===== config.mk =====
export PLATFORM = sky130hd
export DESIGN_NAME = rf_write_arbiter
export DESIGN_NICKNAME = d
export VERILOG_FILES = /design/src/rtl/rf_write_arbiter.sv
export SDC_FILE = /design/constraint.sdc
export NUM_CORES = 1
export LEC_CHECK = 0
export CORE_ASPECT_RATIO = 0.5
export CORE_MARGIN = 3
export CORE_UTILIZATION = 69
export DETAILED_ROUTE_END_ITERATION = 8
export DONT_BUFFER_PORTS = 1
export PLACE_DENSITY = 0.81
export SYNTH_ARGS = -nofsm -noshare
export SYNTH_HDL_FRONTEND = slang
export SYNTH_SLANG_ARGS = --single-unit

===== constraint.sdc =====
create_clock -name In_clock -period 5.71 [get_ports In_clock]
set_clock_uncertainty 0.1 [all_clocks]
set_input_delay 0.2855 -clock In_clock [delete_from_list [all_inputs] [get_ports In_clock]]
set_output_delay 0.2855 -clock In_clock [all_outputs]
set_load 0.02 [all_outputs]

===== src/rtl/rf_write_arbiter.sv =====
// Write-port arbiter for the 8x16 register file: three 2-deep writeback queues,
// round-robin drain of one write per cycle, and a per-register pending-write map.
module rf_write_arbiter #(
  parameter int DATA_W = 16,
  parameter int ADDR_W = 3,
  parameter int NREQ   = 3
) (
  input  logic                     In_clock,
  input  logic                     In_reset,
  input  logic [NREQ-1:0]          In_req_valid,
  input  logic [NREQ*ADDR_W-1:0]   In_req_addr,
  input  logic [NREQ*DATA_W-1:0]   In_req_data,
  output logic [NREQ-1:0]          Out_req_ready,
  input  logic                     In_flush,
  output logic [ADDR_W-1:0]        Out_RF_Write_addr1,
  output logic [DATA_W-1:0]        Out_RF_Write_data1,
  output logic                     Out_RF_Write_en_1,
  output logic [NREQ-1:0]          Out_grant,
  output logic [(2**ADDR_W)-1:0]   Out_busy,
  output logic                     Out_idle
);

  // Queue entry 0 is always the head; a pop shifts entry 1 down.
  logic [NREQ-1:0][1:0][ADDR_W-1:0] qaddr_q, qaddr_d;
  logic [NREQ-1:0][1:0][DATA_W-1:0] qdata_q, qdata_d;
  logic [NREQ-1:0][1:0]             cnt_q, cnt_d;
  logic [1:0]                       last_q, last_d;
  logic [NREQ-1:0]                  grant_q, grant_d;
  logic                             wr_en_q, wr_en_d;
  logic [ADDR_W-1:0]                wr_addr_q, wr_addr_d;
  logic [DATA_W-1:0]                wr_data_q, wr_data_d;

  logic [NREQ-1:0]                  nonempty_s;
  logic [NREQ-1:0]                  gnt_s;
  logic [NREQ-1:0]                  push_s;
  logic [(2**ADDR_W)-1:0]           busy_s;

  function automatic logic [2:0] rr_pick(input logic [2:0] cand, input logic [1:0] last);
    logic [2:0] pick;
    pick = 3'b000;
    case (last)
      2'd0: begin
        if (cand[1])      pick = 3'b010;
        else if (cand[2]) pick = 3'b100;
        else if (cand[0]) pick = 3'b001;
        else              pick = 3'b000;
      end
      2'd1: begin
        if (cand[2])      pick = 3'b100;
        else if (cand[0]) pick = 3'b001;
        else if (cand[1]) pick = 3'b010;
        else              pick = 3'b000;
      end
      default: begin
        if (cand[0])      pick = 3'b001;
        else if (cand[1]) pick = 3'b010;
        else if (cand[2]) pick = 3'b100;
        else              pick = 3'b000;
      end
    endcase
    return pick;
  endfunction

  always_comb begin
    for (int i = 0; i < NREQ; i++) begin
      nonempty_s[i]    = (cnt_q[i] != 2'd0);
      Out_req_ready[i] = ~cnt_q[i][1];
    end
  end

  assign gnt_s  = rr_pick(nonempty_s, last_q);
  assign push_s = In_req_valid & Out_req_ready;

  always_comb begin
    qaddr_d   = qaddr_q;
    qdata_d   = qdata_q;
    cnt_d     = cnt_q;
    last_d    = last_q;
    grant_d   = grant_q;
    wr_en_d   = wr_en_q;
    wr_addr_d = wr_addr_q;
    wr_data_d = wr_data_q;
    if (In_flush) begin
      cnt_d   = '0;
      wr_en_d = 1'b0;
      grant_d = '0;
    end else begin
      wr_en_d = |gnt_s;
      grant_d = gnt_s;
      for (int i = 0; i < NREQ; i++) begin
        if (gnt_s[i]) begin
          last_d    = 2'(i);
          wr_addr_d = qaddr_q[i][0];
          wr_data_d = qdata_q[i][0];
          qaddr_d[i][0] = qaddr_q[i][1];
          qdata_d[i][0] = qdata_q[i][1];
        end else begin
          qaddr_d[i][0] = qaddr_q[i][0];
        end
        // Push lands behind whatever survives this cycle's pop.
        if (push_s[i]) begin
          qaddr_d[i][cnt_q[i][0] & ~gnt_s[i]] = In_req_addr[i*ADDR_W +: ADDR_W];
          qdata_d[i][cnt_q[i][0] & ~gnt_s[i]] = In_req_data[i*DATA_W +: DATA_W];
        end else begin
          qdata_d[i][1] = qdata_d[i][1];
        end
        cnt_d[i] = cnt_q[i] - {1'b0, gnt_s[i]} + {1'b0, push_s[i]};
      end
    end
  end

  always_comb begin
    busy_s = '0;
    for (int i = 0; i < NREQ; i++) begin
      if (cnt_q[i] != 2'd0) busy_s[qaddr_q[i][0]] = 1'b1;
      else                  busy_s = busy_s;
      if (cnt_q[i] == 2'd2) busy_s[qaddr_q[i][1]] = 1'b1;
      else                  busy_s = busy_s;
    end
    if (wr_en_q) busy_s[wr_addr_q] = 1'b1;
    else         busy_s = busy_s;
  end

  always_ff @(posedge In_clock) begin
    if (!In_reset) begin
      qaddr_q   <= '0;
      qdata_q   <= '0;
      cnt_q     <= '0;
      last_q    <= 2'd2;
      grant_q   <= '0;
      wr_en_q   <= 1'b0;
      wr_addr_q <= '0;
      wr_data_q <= '0;
    end else begin
      qaddr_q   <= qaddr_d;
      qdata_q   <= qdata_d;
      cnt_q     <= cnt_d;
      last_q    <= last_d;
      grant_q   <= grant_d;
      wr_en_q   <= wr_en_d;
      wr_addr_q <= wr_addr_d;
      wr_data_q <= wr_data_d;
    end
  end

  assign Out_RF_Write_addr1 = wr_addr_q;
  assign Out_RF_Write_data1 = wr_data_q;
  assign Out_RF_Write_en_1  = wr_en_q;
  assign Out_grant          = grant_q;
  assign Out_busy           = busy_s;
  assign Out_idle           = (cnt_q == '0) & ~wr_en_q;

endmodule


==> results.cfg, run 1 <==
[sta]
tightest_slew_ns = 1.02
holdWs_ns = 0.00356
grt_setup_unrepaired = no
max_clock_freq_mhz = 314
final_hold_viol_count = 0
setup_violations = 0
slew_headroom_pct = 32.1
fin_crit_sh_pct = 55.7
period_needed_ns = 3.18
maxSlewViolCount = 0
finalSetupTns_ns = 0

[route]
vias = 6883
firstDrtPassIters = 6
antenna_left = 0
wl_per_cell_um = 23.8
wl_mm = 23.3
drc = 0
via_per_inst = 7.03
drt_iter0_markers = 826

[floorplan]
io_pins = 98
core_area_um2 = 10300
die_x_um = 153
start_util_pct = 71.7
dieArea_um2 = 12100
die_y_um = 79.3
fp-row-count = 26

[finish]
fin_nets = 894
final_cell_area_um2 = 8510
drive_above_1_share_pct = 8.23
regArea_um2 = 2900
syn2layout_area_growth_pct = 14.7
n_fill_cell = 601
multi_input_area_um2 = 4020

[yosys]
synth_top_area_cell = dfxtp_1
synthesis.area_um2 = 7420
ys_types = 67
synth_nets = 880
ys_warn_count = 0
synth_area_leaders = dfxtp_1 (39%), mux2i_1 (10%), nor2b_1 (5.0%)
synth_top_cell_area_share_pct = 39.1
syn-instance-count = 811
synth_enable_flop_cells = 0
synthArstFlopShare_pct = 0
yosysSeqAreaShare_pct = 39.1
syn_avg_cell_area_um2 = 9.14
synth_seq_cells = 145
synth_top_flop_cell = dfxtp_1

[critical_path]
cp.required_ns = 5.86
critPathKind = flip-flop to flip-flop
critical_path.max_fanout = 20
crit_path_end_kind = flip-flop
reg2reg_depth = 4
cp-start-kind = flip-flop
cp_data_arrival_time_ns = 3.33

[place]
portBuffers = 0
globalplace.congestion = 0.998
dpl_cell_area_um2 = 7290
hpwl_mm = 14.3

[grt]
grt_use_total_pct = 37.5
grt_max_degree = 78
grt_pass1_vias = 6323
grt_first_pass_wirelength_mm = 35.9
grt_overflow = 0
antenna_found_initial = 2

[power_and_ir_drop]
power_leakage_nw = 2.99
p_per_area_nw_per_um2 = 366
ir_drop_uv = 214

[clocking]
cts-buffers-inserted = 17
root_buffer = clkbuf_16
tritoncts = built
clk_pin_slew_ns = 0.07
cts_buffer_depth = 2
cts_resized = 0
h-tree-depth = 4
postCtsSetupBuffers = 0
clock_sinks = 145
clock_latency_ns = 0.42

[run_status]
status = completed

[worst_hold_path]
hold-path-cell-count = 2
hold_class = primary input to flip-flop

[run]
max_cap_viol_count = 0
cells in the final DEF, fill, tap and decap left out, types with 7 or more instances in the layout:
cell           instances
a211o_1               11
a21oi_1               24
a221oi_2               8
a22oi_1               20
a32oi_1               19
and2_1                 7
clkbuf_16             17
dfxtp_1              145
dlygate4sd3_1         59
inv_1                 40
mux2i_1               76
nand2_1               30
nand2b_1              14
nor2_1                40
nor2b_1               58
nor3_1                16
o2111a_1              11
o21ai_0               68
o22ai_1               33
o32ai_1               23
or3_1                 13
kinds of logic after synthesis:
family                     share of synthesized area, %
AOI/OAI and AO/OA                                  25.6
and+or+nand+nor                                    16.1
DFF                                                39.1
buffers and inverters                              7.20
muxes                                              10.3
xor gates and xnor gates                          0.709
adders and majority gates                          1.01
power breakdown:
group	internal, mW	total [mW]	switching [mW]
clock	0.627	1.13	0.505
combinational	0.265	0.713	0.447
sequential	1.10	1.27	0.168
total	1.99	3.11	1.12
metal layers:
metal / GRT usage, % / vias to the layer above / share of wire, %
li1: - / 3042 / -
met1: 51.3 / 3283 / 41
met2: 56.7 / 486 / 43
met3: 12.4 / 70 / 13
met4: 11.3 / 2 / 2.8
met5: 0 / - / 0.047
final cells by class:
type,instances,area share [%]
diodes,1,0.0294
clock inverters,14,1.97
flip-flops and latches,145,34.1
well taps,140,2.06
inverters,40,1.76
clock buffers,18,5.04
repair buffers,66,7.79
multi-input cells,555,47.2
sequential cells by signal (all words and copies together) (netlist names):
| register | count |
|---|---|
| qdata_q | 96 |
| Out_grant | 3 |
| qaddr_q | 18 |
| Out_RF_Write_addr1 | 3 |
| Out_RF_Write_en_1 | 1 |
| cnt_q | 6 |
| last_q | 2 |
| Out_RF_Write_data1 | 16 |
critical path, cell delays in order (launching register included):
cell and delay, ns:
dfxtp_1 0.71, o21bai_1 0.42, a32o_1 0.84, nand2b_1 0.67, o21ai_0 0.27
synth_stat cells, drive strengths merged (14+ instances only):
master	instances
a21oi	25
a22oi	20
a32oi	20
buf	32
clkbuf	39
dfxtp	145
inv	40
mux2i	76
nand2	30
nand2b	14
nor2	41
nor2b	59
nor3	16
o21ai	70
o22ai	33
o32ai	23
stage by stage:
step,power (mW),std cells,utilization [%],setup WS (ns)
floorplan,1.76,811,-,3.59
global placement,1.90,886,70.5,2.86
detailed placement,1.91,886,70.5,2.79
CTS,3.07,977,82.1,2.77
global route,3.20,978,82.2,2.46
finish,3.11,979,82.2,2.53
repair_timing:
action                                  CTS  global route
endpoints found under the setup margin    0             0
endpoints found under the hold margin   112             1
hold buffers                             59             1
path summary, 6_finish.rpt:
path | slack [ns] | from | to
max | 2.53 | last_q[1]$_SDFFE_PN1P_ | qdata_q[33]$_SDFFE_PN0N_
min | 0.004 | In_req_addr[1] | qaddr_q[1]$_SDFFE_PN0N_
max reg2reg | 2.53 | last_q[1]$_SDFFE_PN1P_ | qdata_q[33]$_SDFFE_PN0N_
min reg2reg | 0.38 | qdata_q[70]$_SDFFE_PN0N_ | qdata_q[70]$_SDFFE_PN0N_
(Power assumes the default switching activity.)
==> run 2: changes to the inputs <==
--- a/config.mk
+++ b/config.mk
@@ -7,10 +7,10 @@
 export LEC_CHECK = 0
 export CORE_ASPECT_RATIO = 0.5
 export CORE_MARGIN = 3
-export CORE_UTILIZATION = 69
+export CORE_UTILIZATION = 64
 export DETAILED_ROUTE_END_ITERATION = 8
 export DONT_BUFFER_PORTS = 1
-export PLACE_DENSITY = 0.81
+export PLACE_DENSITY = 0.76
 export SYNTH_ARGS = -nofsm -noshare
 export SYNTH_HDL_FRONTEND = slang
 export SYNTH_SLANG_ARGS = --single-unit
==> constraint.sdc (replaced) <==
create_clock -name In_clock -period 3 [get_ports In_clock]
set_clock_uncertainty 0.1 [all_clocks]
set_input_delay 0.15 -clock In_clock [delete_from_list [all_inputs] [get_ports In_clock]]
set_output_delay 0.15 -clock In_clock [all_outputs]
set_load 0.02 [all_outputs]
==> run 2 against run 1 <==
  * Final cell count rose by 1.6%
  * Clock power rose by 85%
  * Sequential power rose by 87%
  * Sequential share of layout area fell by 0.32 points
  * Design area rose by 0.94%
  * Routed wire length fell by 2.6%
  * Register-to-register slack got worse by 2.0 ns
==> results.cfg, run 2 (same netlist as run 1, synthesis figures left out) <==
[clocking]
root_buffer = clkbuf_16
clock_sinks = 145
cts_resized = 0
cts-buffers-inserted = 17
postCtsSetupBuffers = 0
tritoncts = built
clk_pin_slew_ns = 0.07
ctsHoldBuffers = 60
cts_buffer_depth = 2
h-tree-depth = 4
clock_latency_ns = 0.42

[critical_path]
critical_path.max_fanout = 12
crit_family = flip-flops
critPathKind = flip-flop to output pin
timing.critical_path.buf_inv = 1
crit_path_end_kind = output pin
cp_slowest_cell = dfxtp_1
cp_data_arrival_time_ns = 2.50
cp.required_ns = 2.75
max_stage_delay_ns = 0.64
cp-start-kind = flip-flop
crit_chain = inv_1, nor3b_1, a311oi_1, o211ai_1

[route]
drc = 0
drt_iter0_markers = 785
firstDrtPassIters = 5
via_per_inst = 6.63
antenna_left = 0
vias = 6596
highest_layer = met4
wl_met3_mm = 2.77
wl_met1_mm = 9.88
wl_met2_mm = 9.63
wl_per_cell_um = 22.8
wl_mm = 22.7

[sta]
max_clock_freq_mhz = 364
period_needed_ns = 2.75
finalSetupTns_ns = 0
maxSlewViolCount = 0
fin_crit_sh_pct = 91.6
tightest_slew_ns = 0.983
setup_violations = 0
slew_headroom_pct = 34.4
grt_setup_unrepaired = no
final_hold_viol_count = 0

[finish]
final_cell_area_um2 = 8590
n_fill_cell = 808
multi_input_area_um2 = 4020
final_core_utilization_pct = 77.0
regArea_um2 = 2900
antenna_cells = 0
mostFrequentLayoutCell = dfxtp_1
top_register = qdata_q
stdcell_count = 995
fin_nets = 906
largest_reg_flops = 96
syn2layout_area_growth_pct = 15.8
drive_above_1_share_pct = 9.65
final_cell_mix = dfxtp_1 (145), mux2i_1 (76), o21ai_0 (68), dlygate4sd3_1 (59), nor2b_1 (58)

[floorplan]
start_util_pct = 66.5
io_pins = 98
die_x_um = 158
fp-row-count = 27
core_area_um2 = 11100
dieArea_um2 = 13000
die_y_um = 82.1

[grt]
antenna_found_initial = 0
grt_max_degree = 99
grt_overflow = 0
grt_use_total_pct = 34.3
grt_first_pass_wirelength_mm = 34.2
grt_pass1_vias = 5983

[place]
dpl_cell_area_um2 = 7390
portBuffers = 0
hpwl_mm = 14.7
dp.cells = 903
globalplace.congestion = 0.931

[power_and_ir_drop]
p_switching_mw = 2.17
intPower_mw = 3.81
ir_drop_uv = 444
power_leakage_nw = 3.04
finalPower_mw = 5.98
seqPwrFrac_pct = 39.6
power_frac_clock_pct = 34.9
combPwrFrac_pct = 25.5
p_per_area_nw_per_um2 = 696
swShare_pct = 36.2

[run_status]
status = completed

[worst_hold_path]
hold_class = primary input to flip-flop

[run]
max_cap_viol_count = 0
[run 2: layer usage]
metal | GRT usage [%] | up-vias
met5 | 0 | -
met1 | 46.7 | 3158
li1 | - | 3059
met2 | 50.6 | 329
met3 | 13.7 | 50
met4 | 10.0 | 0
[run 2: layout make-up]
| cell class | instances | area share [%] |
|---|---|---|
| clock buffer | 18 | 5.00 |
| sequential | 145 | 33.8 |
| timing repair buffer | 78 | 8.77 |
| multi-input combinational | 555 | 46.8 |
| clock inverter | 14 | 1.78 |
| tap | 145 | 2.11 |
| inverter | 40 | 1.75 |
[run 2: power groups by stage]
| stage | clock (mW) | sequential, mW | combinational [mW] |
|---|---|---|---|
| 2_1_floorplan | 0 | 2.28 | 1.06 |
| 3_3_place_gp | 0 | 2.39 | 1.35 |
| 3_5_place_dp | 0 | 2.39 | 1.37 |
| 4_1_cts | 2.10 | 2.36 | 1.47 |
| 5_1_grt | 2.19 | 2.38 | 1.63 |
| 6_report | 2.09 | 2.37 | 1.52 |
[run 2: worst paths after layout]
path / startpoint / cells past startpoint / endpoint / slack [ns]
hold reg to reg: qdata_q[70]$_SDFFE_PN0N_ / 2 / qdata_q[70]$_SDFFE_PN0N_ / 0.38
hold / removal: In_reset / 2 / cnt_q[5]$_SDFF_PP0_ / 0.06
setup reg to reg: cnt_q[4]$_SDFF_PP0_ / 8 / cnt_q[5]$_SDFF_PP0_ / 0.50
setup / recovery: cnt_q[3]$_SDFF_PP0_ / 4 / Out_busy[7] / 0.25
[run 2: stage by stage]
stage | hold WS (ns) | setup slack, ns
5_1_grt | 0.0274 | 0.188
2_1_floorplan | 0.198 | 0.879
3_3_place_gp | 0.123 | 0.600
4_1_cts | 0.0345 | 0.335
3_5_place_dp | 0.131 | 0.525
6_report | 0.0601 | 0.252
[run 2: worst register-to-register path, cell delays in order (launching register included)]
cell,delay (ns)
dfxtp_1,0.45
o21bai_1,0.65
o22ai_1,0.25
ha_1,0.34
inv_1,0.04
ha_1,0.19
xnor2_1,0.18
xnor2_1,0.14
nor2_1,0.05
==> run 3: changes to the inputs <==
--- a/config.mk
+++ b/config.mk
@@ -5,12 +5,13 @@
 export SDC_FILE = /design/constraint.sdc
 export NUM_CORES = 1
 export LEC_CHECK = 0
-export CORE_ASPECT_RATIO = 0.5
+export CORE_ASPECT_RATIO = 1.2
 export CORE_MARGIN = 3
 export CORE_UTILIZATION = 64
 export DETAILED_ROUTE_END_ITERATION = 8
 export DONT_BUFFER_PORTS = 1
 export PLACE_DENSITY = 0.76
+export SKIP_LAST_GASP = 1
 export SYNTH_ARGS = -nofsm -noshare
 export SYNTH_HDL_FRONTEND = slang
 export SYNTH_SLANG_ARGS = --single-unit
==> run 3 against run 2 <==
  * Power grew 1.3%
  * Design area grew 0.32%
  * Critical path depth is the same
  * Via count grew 2.7%
  * Critical endpoint unchanged
  * Utilization shrank 0.064 points
  * Hold slack lost 0.048 ns
==> results.cfg, run 3 (same netlist as run 1, synthesis figures left out) <==
[critical_path]
r2r_end = Out_RF_Write_data1[9]$_SDFFE_PN0P_
timing.critical_path.buf_inv = 1
cp_slowest_cell = dfxtp_1
crit_end = Out_busy[7]
cp-startpoint = cnt_q[3]$_SDFF_PP0_
max_stage_delay_ns = 0.68
critical_path.max_fanout = 12
reg2reg_setup_slack_ns = 0.45
r2r-start = last_q[1]$_SDFFE_PN1P_
critical_path_cell_count = 4
cp.required_ns = 2.75
reg2reg_depth = 5
crit_path_end_kind = output pin
cp-start-kind = flip-flop
crit_chain = inv_1, nor3b_1, a311oi_1, o211ai_1
critPathKind = flip-flop to output pin
cp_data_arrival_time_ns = 2.47
crit_family = flip-flops

[clocking]
clock_latency_ns = 0.43
tritoncts = built
cts_resized = 0
clk_pin_slew_ns = 0.06
root_buffer = clkbuf_16
clock_sinks = 145
h-tree-depth = 4
cts-buffers-inserted = 17
cts_buffer_depth = 2

[floorplan]
die_y_um = 124
dieArea_um2 = 12900
fp-row-count = 42
die_x_um = 104
io_pins = 98
start_util_pct = 66.3
core_area_um2 = 11200

[route]
wl_mm = 23.9
drt_iter0_markers = 723
firstDrtPassIters = 6
via_per_inst = 6.75
vias = 6775
drc = 0
wl_per_cell_um = 23.8
antenna_left = 0

[place]
dp.cells = 910
portBuffers = 0
hpwl_mm = 15.0
pre_cts_ws_ns = 0.560
globalplace.congestion = 0.933

[sta]
layout_setup_ws_ns = 0.280
fin_crit_sh_pct = 90.7
final_hold_viol_count = 0
maxSlewViolCount = 0
tightest_slew_ns = 1.06
holdWs_ns = 0.0118
max_clock_freq_mhz = 368
grt_setup_unrepaired = no
period_needed_ns = 2.72
slew_headroom_pct = 29.1
setup_violations = 0
finalSetupTns_ns = 0

[grt]
grt_busiest_layer = met2
grt_overflow = 0
grt_util_met3_pct = 9.23
grt_first_pass_wirelength_mm = 36.8
grt_pass1_vias = 6712
grt_use_total_pct = 36.6
antenna_found_initial = 2
gr-usage-met1_pct = 43.0
grt_max_degree = 98
grtUsageMet2_pct = 62.0

[finish]
fin_nets = 904
final_core_utilization_pct = 77.0
mostFrequentLayoutCell = dfxtp_1
stdcell_count = 1004
largest_reg_flops = 96
top_register = qdata_q
drive_above_1_share_pct = 9.32
syn2layout_area_growth_pct = 16.2
final_cell_mix = dfxtp_1 (145), mux2i_1 (76), o21ai_0 (68), dlygate4sd3_1 (59), nor2b_1 (58)
n_fill_cell = 749

[power_and_ir_drop]
power_leakage_nw = 3.05
ir_drop_uv = 482
p_per_area_nw_per_um2 = 703

[run_status]
status = completed

[worst_hold_path]
hold_class = primary input to flip-flop

[run]
max_cap_viol_count = 0
[run 3: power by group]
group / total [mW] / switching [mW] / leakage (nW) / internal, mW
clock network: 2.23 / 0.854 / 0.300 / 1.38
registers: 2.38 / 0.284 / 1.18 / 2.10
logic: 1.44 / 0.906 / 1.57 / 0.536
total: 6.05 / 2.04 / 3.05 / 4.01
[run 3: layer usage]
layer | vias up | share of wire, %
met5 | - | 0
met4 | 0 | 4.7
met3 | 99 | 7.6
met2 | 363 | 49
met1 | 3260 | 39
li1 | 3053 | -
[run 3: worst register-to-register path, cell delays in order (launching register included)]
cell	delay, ns
dfxtp_1	0.71
inv_1	0.25
a32oi_2	0.25
buf_4	0.50
o21ai_0	0.25
o32ai_1	0.37
[run 3: repair_timing]
| item | CTS | global route |
|---|---|---|
| setup endpoints to repair | 0 | 0 |
| hold buffers | 60 | 0 |
| hold endpoints to repair | 120 | 0 |
| buffers inserted | 0 | 0 |
[run 3: per-stage QoR]
stage                     cell area, µm²  power (mW)
after floorplan                     7420        3.34
after global placement              7370        3.64
after detailed placement            7370        3.68
after CTS                           8610        5.99
after global routing                8620        6.25
final                               8620        6.05
[run 3: area by class of cell]
class	instances	area [µm²]	area share, %
diodes	2	5.00	0.0581
clock inverters	11	150	1.74
well taps	154	193	2.24
multi-input cells	555	4010	46.5
repair buffers	76	738	8.57
clock buffers	21	470	5.46
inverters	40	150	1.74
flip-flops and latches	145	2900	33.7
[run 3: how the worst min path moves through the flow]
stage | from | depth (start not counted) | endpoint
2_1_floorplan | In_req_data[16] | 2 | qdata_q[32]$_SDFFE_PN0N_
3_3_place_gp | In_reset | 1 | last_q[1]$_SDFFE_PN1P_
3_5_place_dp | In_reset | 1 | last_q[1]$_SDFFE_PN1P_
4_1_cts | In_reset | 2 | Out_RF_Write_en_1$_SDFF_PP0_
5_1_grt | In_reset | 3 | Out_RF_Write_addr1[0]$_SDFFE_PN0P_
6_report | In_reset | 2 | Out_RF_Write_en_1$_SDFF_PP0_
